$ cat src/rtl/json_command_parser_if.sv
// Byte-stream input and decoded-command output bundle for json_command_parser.
// master: the side feeding bytes and consuming results; slave: the parser itself.
interface json_command_parser_if;
  logic [7:0]  rx_data;
  logic        rx_valid;
  logic        cmd_valid;
  logic [7:0]  t_val;
  logic [15:0] l_speed;
  logic [15:0] r_speed;
  logic [2:0]  command;
  logic        parse_error;
  logic        busy;

  modport master (
    output rx_data,
    output rx_valid,
    input  cmd_valid,
    input  t_val,
    input  l_speed,
    input  r_speed,
    input  command,
    input  parse_error,
    input  busy
  );

  modport slave (
    input  rx_data,
    input  rx_valid,
    output cmd_valid,
    output t_val,
    output l_speed,
    output r_speed,
    output command,
    output parse_error,
    output busy
  );
endinterface

$ cat src/rtl/json_command_parser.sv
// Parses {"T":<uint>,"L":<sfix>,"R":<sfix>} frames from a UART byte stream into a
// throttle value, two wheel speeds in signed hundredths and a 3-bit drive command.
// Malformed, incomplete or stalled frames are aborted with a one-cycle parse_error.
module json_command_parser #(
  parameter int unsigned MAX_INT_DIGITS = 2,
  parameter int unsigned TIMEOUT_CYCLES = 500000
) (
  input logic                  clk,
  input logic                  reset,
  json_command_parser_if.slave bus
);

  localparam logic [7:0] ChLbrace = 8'h7B;
  localparam logic [7:0] ChRbrace = 8'h7D;
  localparam logic [7:0] ChQuote  = 8'h22;
  localparam logic [7:0] ChColon  = 8'h3A;
  localparam logic [7:0] ChComma  = 8'h2C;
  localparam logic [7:0] ChMinus  = 8'h2D;
  localparam logic [7:0] ChDot    = 8'h2E;
  localparam logic [7:0] ChT      = 8'h54;
  localparam logic [7:0] ChL      = 8'h4C;
  localparam logic [7:0] ChR      = 8'h52;

  localparam logic [15:0] SpdP50 = 16'd50;
  localparam logic [15:0] SpdN50 = 16'hFFCE;
  localparam logic [15:0] SpdP25 = 16'd25;
  localparam logic [15:0] SpdN25 = 16'hFFE7;

  typedef enum logic [2:0] {
    StIdle, StKeyOpen, StKey, StKeyClose, StColon, StValue, StDecode
  } state_e;

  typedef enum logic [1:0] {FldT, FldL, FldR} field_e;

  state_e      state_q, state_d;
  field_e      field_q, field_d;
  logic [2:0]  seen_q, seen_d;        // bit0 T, bit1 L, bit2 R
  logic [31:0] acc_q, acc_d;
  logic        neg_q, neg_d;
  logic        dot_q, dot_d;
  logic [3:0]  int_cnt_q, int_cnt_d;
  logic [1:0]  frac_cnt_q, frac_cnt_d;
  logic [7:0]  t_sh_q, t_sh_d;
  logic [15:0] l_sh_q, l_sh_d;
  logic [15:0] r_sh_q, r_sh_d;
  logic [7:0]  t_val_q, t_val_d;
  logic [15:0] l_speed_q, l_speed_d;
  logic [15:0] r_speed_q, r_speed_d;
  logic [2:0]  command_q, command_d;
  logic        cmd_valid_q, cmd_valid_d;
  logic        parse_error_q, parse_error_d;
  logic [31:0] tmo_cnt_q, tmo_cnt_d;

  // Byte classification and value-commit arithmetic, all combinational helpers
  logic        is_ws, is_digit;
  logic [3:0]  digit;
  logic [2:0]  key_bit;
  field_e      key_fld;
  logic [31:0] int_limit;
  logic        int_full;
  logic        has_digits;
  logic [6:0]  scale;
  logic [15:0] mag, value;
  logic        frame_open;
  logic        tmo_hit;

  // Classify the incoming byte and precompute the scaled value of the open field
  always_comb begin
    is_ws    = (bus.rx_data == 8'h20) || (bus.rx_data == 8'h0D) || (bus.rx_data == 8'h0A);
    is_digit = (bus.rx_data[7:4] == 4'h3) && (bus.rx_data[3:0] <= 4'd9);
    digit    = bus.rx_data[3:0];
    key_bit  = 3'b000;
    key_fld  = FldT;
    case (bus.rx_data)
      ChT:     begin key_bit = 3'b001; key_fld = FldT; end
      ChL:     begin key_bit = 3'b010; key_fld = FldL; end
      ChR:     begin key_bit = 3'b100; key_fld = FldR; end
      default: begin key_bit = 3'b000; key_fld = FldT; end
    endcase
    int_limit  = (field_q == FldT) ? 32'd3 : MAX_INT_DIGITS;
    int_full   = ({28'd0, int_cnt_q} >= int_limit);
    has_digits = (int_cnt_q != 4'd0) || (frac_cnt_q != 2'd0);
    case (frac_cnt_q)
      2'd0:    scale = 7'd100;
      2'd1:    scale = 7'd10;
      default: scale = 7'd1;
    endcase
    mag        = acc_q[15:0] * {9'd0, scale};
    value      = neg_q ? (16'd0 - mag) : mag;
    frame_open = (state_q != StIdle) && (state_q != StDecode);
    tmo_hit    = (TIMEOUT_CYCLES != 0) && frame_open && !bus.rx_valid &&
                 ((tmo_cnt_q + 32'd1) == TIMEOUT_CYCLES);
  end

  // Next-state, field accumulation, decode and pulse generation
  always_comb begin
    logic err;
    logic restart;
    logic commit;
    state_d       = state_q;
    field_d       = field_q;
    seen_d        = seen_q;
    acc_d         = acc_q;
    neg_d         = neg_q;
    dot_d         = dot_q;
    int_cnt_d     = int_cnt_q;
    frac_cnt_d    = frac_cnt_q;
    t_sh_d        = t_sh_q;
    l_sh_d        = l_sh_q;
    r_sh_d        = r_sh_q;
    t_val_d       = t_val_q;
    l_speed_d     = l_speed_q;
    r_speed_d     = r_speed_q;
    command_d     = command_q;
    cmd_valid_d   = 1'b0;
    parse_error_d = 1'b0;
    err           = 1'b0;
    restart       = 1'b0;
    commit        = 1'b0;
    tmo_cnt_d     = (bus.rx_valid || !frame_open) ? 32'd0 : tmo_cnt_q + 32'd1;

    // Publish the completed frame; a byte arriving now is handled as in IDLE below
    if (state_q == StDecode) begin
      state_d     = StIdle;
      cmd_valid_d = 1'b1;
      t_val_d     = t_sh_q;
      l_speed_d   = l_sh_q;
      r_speed_d   = r_sh_q;
      if (t_sh_q == 8'd0 && l_sh_q == 16'd0 && r_sh_q == 16'd0) begin
        command_d = 3'd0;
      end else if (t_sh_q == 8'd1 && l_sh_q == SpdN50 && r_sh_q == SpdP50) begin
        command_d = 3'd1;
      end else if (t_sh_q == 8'd1 && l_sh_q == SpdN25 && r_sh_q == SpdP25) begin
        command_d = 3'd2;
      end else if (t_sh_q == 8'd1 && l_sh_q == SpdP50 && r_sh_q == SpdP50) begin
        command_d = 3'd3;
      end else if (t_sh_q == 8'd1 && l_sh_q == SpdP25 && r_sh_q == SpdN25) begin
        command_d = 3'd4;
      end else if (t_sh_q == 8'd1 && l_sh_q == SpdP50 && r_sh_q == SpdN50) begin
        command_d = 3'd5;
      end else begin
        command_d = 3'd7;
      end
    end

    if (bus.rx_valid) begin
      if (frame_open && bus.rx_data == ChLbrace) begin
        restart = 1'b1;
      end else begin
        case (state_q)
          StIdle, StDecode: begin
            if (bus.rx_data == ChLbrace) begin
              state_d = StKeyOpen;
              seen_d  = 3'b000;
            end
          end
          StKeyOpen: begin
            if (bus.rx_data == ChQuote) state_d = StKey;
            else if (!is_ws)            err = 1'b1;
          end
          StKey: begin
            if (key_bit == 3'b000 || (seen_q & key_bit) != 3'b000) begin
              err = 1'b1;
            end else begin
              seen_d  = seen_q | key_bit;
              field_d = key_fld;
              state_d = StKeyClose;
            end
          end
          StKeyClose: begin
            if (bus.rx_data == ChQuote) state_d = StColon;
            else                        err = 1'b1;
          end
          StColon: begin
            if (bus.rx_data == ChColon) begin
              state_d    = StValue;
              acc_d      = 32'd0;
              neg_d      = 1'b0;
              dot_d      = 1'b0;
              int_cnt_d  = 4'd0;
              frac_cnt_d = 2'd0;
            end else if (!is_ws) begin
              err = 1'b1;
            end
          end
          StValue: begin
            if (is_digit) begin
              if (dot_q) begin
                if (frac_cnt_q == 2'd2) err = 1'b1;
                else                    frac_cnt_d = frac_cnt_q + 2'd1;
              end else begin
                if (int_full) err = 1'b1;
                else          int_cnt_d = int_cnt_q + 4'd1;
              end
              acc_d = acc_q * 32'd10 + {28'd0, digit};
            end else if (bus.rx_data == ChMinus) begin
              // Sign is legal only before anything else in the value
              if (field_q == FldT || neg_q || dot_q || has_digits) err = 1'b1;
              else                                                 neg_d = 1'b1;
            end else if (bus.rx_data == ChDot) begin
              if (field_q == FldT || dot_q) err = 1'b1;
              else                          dot_d = 1'b1;
            end else if (bus.rx_data == ChComma) begin
              commit  = 1'b1;
              state_d = StKeyOpen;
            end else if (bus.rx_data == ChRbrace) begin
              commit  = 1'b1;
              state_d = StDecode;
              if (seen_q != 3'b111) err = 1'b1;
            end else begin
              err = 1'b1;
            end
          end
          default: err = 1'b1;
        endcase
      end
    end else if (tmo_hit) begin
      err = 1'b1;
    end

    // Land the finished value in its shadow; outputs only change in DECODE
    if (commit) begin
      if (!has_digits) err = 1'b1;
      case (field_q)
        FldT: begin
          if (acc_q > 32'd255) err = 1'b1;
          t_sh_d = acc_q[7:0];
        end
        FldL:    l_sh_d = value;
        default: r_sh_d = value;
      endcase
    end

    if (restart) begin
      parse_error_d = 1'b1;
      state_d       = StKeyOpen;
      seen_d        = 3'b000;
      tmo_cnt_d     = 32'd0;
    end else if (err) begin
      parse_error_d = 1'b1;
      state_d       = StIdle;
      tmo_cnt_d     = 32'd0;
    end
  end

  // State and datapath registers, asynchronously cleared
  always_ff @(posedge clk or posedge reset) begin
    if (reset) begin
      state_q       <= StIdle;
      field_q       <= FldT;
      seen_q        <= 3'b000;
      acc_q         <= 32'd0;
      neg_q         <= 1'b0;
      dot_q         <= 1'b0;
      int_cnt_q     <= 4'd0;
      frac_cnt_q    <= 2'd0;
      t_sh_q        <= 8'd0;
      l_sh_q        <= 16'd0;
      r_sh_q        <= 16'd0;
      t_val_q       <= 8'd0;
      l_speed_q     <= 16'd0;
      r_speed_q     <= 16'd0;
      command_q     <= 3'd0;
      cmd_valid_q   <= 1'b0;
      parse_error_q <= 1'b0;
      tmo_cnt_q     <= 32'd0;
    end else begin
      state_q       <= state_d;
      field_q       <= field_d;
      seen_q        <= seen_d;
      acc_q         <= acc_d;
      neg_q         <= neg_d;
      dot_q         <= dot_d;
      int_cnt_q     <= int_cnt_d;
      frac_cnt_q    <= frac_cnt_d;
      t_sh_q        <= t_sh_d;
      l_sh_q        <= l_sh_d;
      r_sh_q        <= r_sh_d;
      t_val_q       <= t_val_d;
      l_speed_q     <= l_speed_d;
      r_speed_q     <= r_speed_d;
      command_q     <= command_d;
      cmd_valid_q   <= cmd_valid_d;
      parse_error_q <= parse_error_d;
      tmo_cnt_q     <= tmo_cnt_d;
    end
  end

  assign bus.cmd_valid   = cmd_valid_q;
  assign bus.parse_error = parse_error_q;
  assign bus.t_val       = t_val_q;
  assign bus.l_speed     = l_speed_q;
  assign bus.r_speed     = r_speed_q;
  assign bus.command     = command_q;
  assign bus.busy        = (state_q != StIdle);

endmodule
$ cat src/flat_wrapper.sv
// flat-port wrapper written by rule: the top's interface ports become plain ports
module json_command_parser_flat 
#(
  parameter int unsigned MAX_INT_DIGITS = 2,
  parameter int unsigned TIMEOUT_CYCLES = 500000
)
  (clk, reset, bus_rx_data, bus_rx_valid, bus_cmd_valid, bus_t_val, bus_l_speed, bus_r_speed, bus_command, bus_parse_error, bus_busy);
  json_command_parser_if bus_i ();
  input logic clk;
  input logic reset;
  input wire logic [$bits(bus_i.rx_data)-1:0] bus_rx_data;
  input wire logic [$bits(bus_i.rx_valid)-1:0] bus_rx_valid;
  output wire logic [$bits(bus_i.cmd_valid)-1:0] bus_cmd_valid;
  output wire logic [$bits(bus_i.t_val)-1:0] bus_t_val;
  output wire logic [$bits(bus_i.l_speed)-1:0] bus_l_speed;
  output wire logic [$bits(bus_i.r_speed)-1:0] bus_r_speed;
  output wire logic [$bits(bus_i.command)-1:0] bus_command;
  output wire logic [$bits(bus_i.parse_error)-1:0] bus_parse_error;
  output wire logic [$bits(bus_i.busy)-1:0] bus_busy;
  assign bus_i.rx_data = bus_rx_data;
  assign bus_i.rx_valid = bus_rx_valid;
  assign bus_cmd_valid = bus_i.cmd_valid;
  assign bus_t_val = bus_i.t_val;
  assign bus_l_speed = bus_i.l_speed;
  assign bus_r_speed = bus_i.r_speed;
  assign bus_command = bus_i.command;
  assign bus_parse_error = bus_i.parse_error;
  assign bus_busy = bus_i.busy;
  json_command_parser #(.MAX_INT_DIGITS(MAX_INT_DIGITS), .TIMEOUT_CYCLES(TIMEOUT_CYCLES)) u_core (.clk(clk), .reset(reset), .bus(bus_i));
endmodule
$ cat config.mk
export PLATFORM = sky130hd
export DESIGN_NAME = json_command_parser_flat
export DESIGN_NICKNAME = d
export VERILOG_FILES = /design/src/rtl/json_command_parser_if.sv /design/src/rtl/json_command_parser.sv /design/src/flat_wrapper.sv
export SDC_FILE = /design/constraint.sdc
export NUM_CORES = 1
export LEC_CHECK = 0
export ABC_AREA = 1
export BUFFER_PORTS_ARGS = -buffer_cell sky130_fd_sc_hd__buf_2
export CORE_MARGIN = 10
export CORE_UTILIZATION = 45
export DETAILED_ROUTE_END_ITERATION = 6
export SKIP_LAST_GASP = 1
export SLEW_MARGIN = 20
export SYNTH_ARGS = -nofsm -noshare
export SYNTH_HDL_FRONTEND = slang
export SYNTH_SLANG_ARGS = --single-unit
$ cat constraint.sdc
create_clock -name clk -period 15.9 [get_ports clk]
set_input_delay 0.795 -clock clk [delete_from_list [all_inputs] [get_ports clk]]
set_output_delay 0.795 -clock clk [all_outputs]
set_load 0.02 [all_outputs]
==> impl_metrics.tcl <==
set metrics [dict create \
    status "finished, final reports clean" \
    maxSlewHeadroom 0.325 \
    setup_viol 0 \
    clock_latency_ps 440 \
    grt_pass1_vias 12400 \
    place_inst 2436 \
    worstSetupStartpointType "register" \
    drc_errors 0 \
    boundaryPins 57 \
    ys.flop_type "dfrtp_1" \
    finalHoldViolCount 0 \
    rsz0062_at_grt "false" \
    firstDrtPassIters 7 \
    yosys_warnings 0 \
    vias_per_cell 5.14 \
    cts_setup_buffers 0 \
    grt_usage 0.196 \
    nNetsFinal 2210 \
    core_area_sq_um 30700 \
    finalNonFillerCells 2468 \
    power_density_nw_per_um2 67.3 \
    die_h_um 196 \
    r2r_slack_ps 10420 \
    worstPathArrival_ps 5800 \
    required_ps 16220 \
    drt_wl_total_um 37600 \
    synthArstFlopShare 1.00 \
    finalSetupTns_ps 0 \
    layout-drive-gt1-share 0.0864 \
    ir_worst_vdd_uv 69.1 \
    finalCritPeriodShare 0.345 \
    dieWidth_um 196 \
    syn-cell-area_sq_um 14000 \
    num_vias 12700 \
    cts.repair.resized 0 \
    antenna_cells 0 \
    synthTopCellsByArea "dfrtp_1, nand2_1, inv_1" \
    clk_pin_slew_ps 80 \
    grt.overflow.total 0 \
    final.min_clock_period_ps 5480 \
    path_class "register to register" \
    maxSlewViolCount 0 \
    grt_pass1_wl_um 62700 \
    wire_per_inst_um 15.2 \
    worst_pin_slew_ps 1010 \
    dieArea_sq_um 38600 \
    grt_max_degree 101 \
    holdBufCountCts 0 \
    cts_tree "built" \
    clock.fmax_ghz 0.182 \
    synth_top_area_frac 0.295 \
    io_buffer_count 56 \
    synth_top_area_cell "dfrtp_1" \
    rows 64 \
    fin_worst_skew_ps 15.9 \
    avgSynthCellArea_sq_um 6.99 \
    holdPathStages 2 \
    ys_seq_area_frac 0.295 \
    synth_fp_nets 2154 \
    drtIter0Drc 909 \
    cap_viol_max_count 0 \
    yosys-top-cells-count "nand2_1, inv_1, nor2_1" \
    areaGrowthSynthToFinish_pct 9.30 \
    p_leak_uw 0.00810 \
    end_kind "register" \
    synth_edf_count 0 \
    clockBufferDepth 2 \
    place_congestion 0.895 \
    clock-sinks 165 \
    synth_most_common_cell "nand2_1" \
    start_util 0.457 \
    fillers 3118 \
    dp_hpwl_um 30600 \
    ff2ff_path_depth 23 \
    ant_nets 0 \
    crit_path_max_fanout 15 \
    grt_antenna_before_repair 0 \
    hold_path_class "register to register" \
    root_buffer "clkbuf_16" \
    syn_inst 2003 \
    synth.distinct_cells 55 \
    cts_made_buffers 17 \
    htreeDepth 4 \
    synth-seq-cells 165 \
]
==> metal layers <==
metal / part of all wire / GRT usage / up-vias / wire (um)
met5: 0 / 0 / - / 0
met1: 0.49 / 0.272 / 5928 / 18200
met4: 0.014 / 0.0475 / 0 / 533
met3: 0.045 / 0.0238 / 38 / 1670
li1: - / - / 6470 / -
met2: 0.46 / 0.318 / 255 / 17100
==> metrics by stage <==
stage	utilization	hold WS (ps)	instance area (sq um)	worst slack (ps)	power, uW
after floorplan	-	449	14000	10640	580
after global placement	0.480	454	14700	10660	626
after detailed placement	0.480	460	14700	10530	628
after CTS	0.499	477	15300	10460	1040
after global routing	0.499	502	15300	9990	1080
final	0.499	470	15300	10420	1030
==> path summary, 6_finish.rpt <==
kind | startpoint | endpoint
setup / recovery | u_core.frac_cnt_q[1] | u_core.r_sh_q[15]
hold / removal | u_core.bus.r_speed[15] | u_core.bus.r_speed[15]
setup reg to reg | u_core.frac_cnt_q[1] | u_core.r_sh_q[15]
hold reg to reg | u_core.bus.r_speed[15] | u_core.bus.r_speed[15]
max in group asynchronous | reset | u_core.acc_q[19]
min in group asynchronous | reset | u_core.bus.parse_error
==> cells by family after synthesis <==
family | share of synthesized area
compound gates | 0.0771
xor+xnor | 0.0394
fa+ha+maj | 0.148
buf+inv | 0.102
flops | 0.295
simple gates | 0.339
==> placed cells by master, fill, tap and decap left out, drive strengths merged, types with 8 or more instances in the layout <==
cell type,n
nand2,615
inv,357
nand4,55
fa,43
xnor2,22
nor4,19
a21oi,33
dfrtp,165
nand3,112
nor3,29
ha,97
clkbuf,21
buf,60
nand3b,12
nor2,216
xor2,41
o21ai,112
o22ai,8
==> area by class of cell <==
class / count / area (sq um) / area share
clock buffers: 21 / 470 / 0.0307
clock inverters: 11 / 114 / 0.00744
inverters: 354 / 1340 / 0.0872
multi-input cells: 1461 / 8450 / 0.552
flip-flops and latches: 165 / 4130 / 0.270
well taps: 396 / 495 / 0.0324
repair buffers: 60 / 310 / 0.0203
==> flip-flops by register name (all words and copies together), names as in the netlist, 4 cells and up <==
| signal | count |
|---|---|
| u_core.r_sh_q | 16 |
| u_core.bus.l_speed | 16 |
| u_core.int_cnt_q | 4 |
| u_core.bus.r_speed | 16 |
| u_core.bus.t_val | 8 |
| u_core.tmo_cnt_q | 32 |
| u_core.acc_q | 32 |
| u_core.t_sh_q | 8 |
| u_core.l_sh_q | 16 |
==> power breakdown <==
group / internal (uW) / switching [uW]
logic: 53.0 / 126
registers: 430 / 11.4
clock network: 231 / 178
total: 715 / 316
==> worst max-delay path: stages (launching register included) <==
cell	delay (ps)
dfrtp_1	410
inv_1	140
ha_1	540
nand2_1	220
fa_1	530
fa_1	490
inv_1	50
fa_1	530
inv_1	60
fa_1	530
inv_1	40
ha_1	340
a21o_1	220
a21oi_2	140
xor2_1	290
nand2_1	80
nor2_1	120
nand3_1	110
nor2_1	140
nand3_1	110
nand3_1	80
nand2_1	80
nand2_1	70
nand2_1	60
Note: power is estimated with default switching activity, not from simulation.
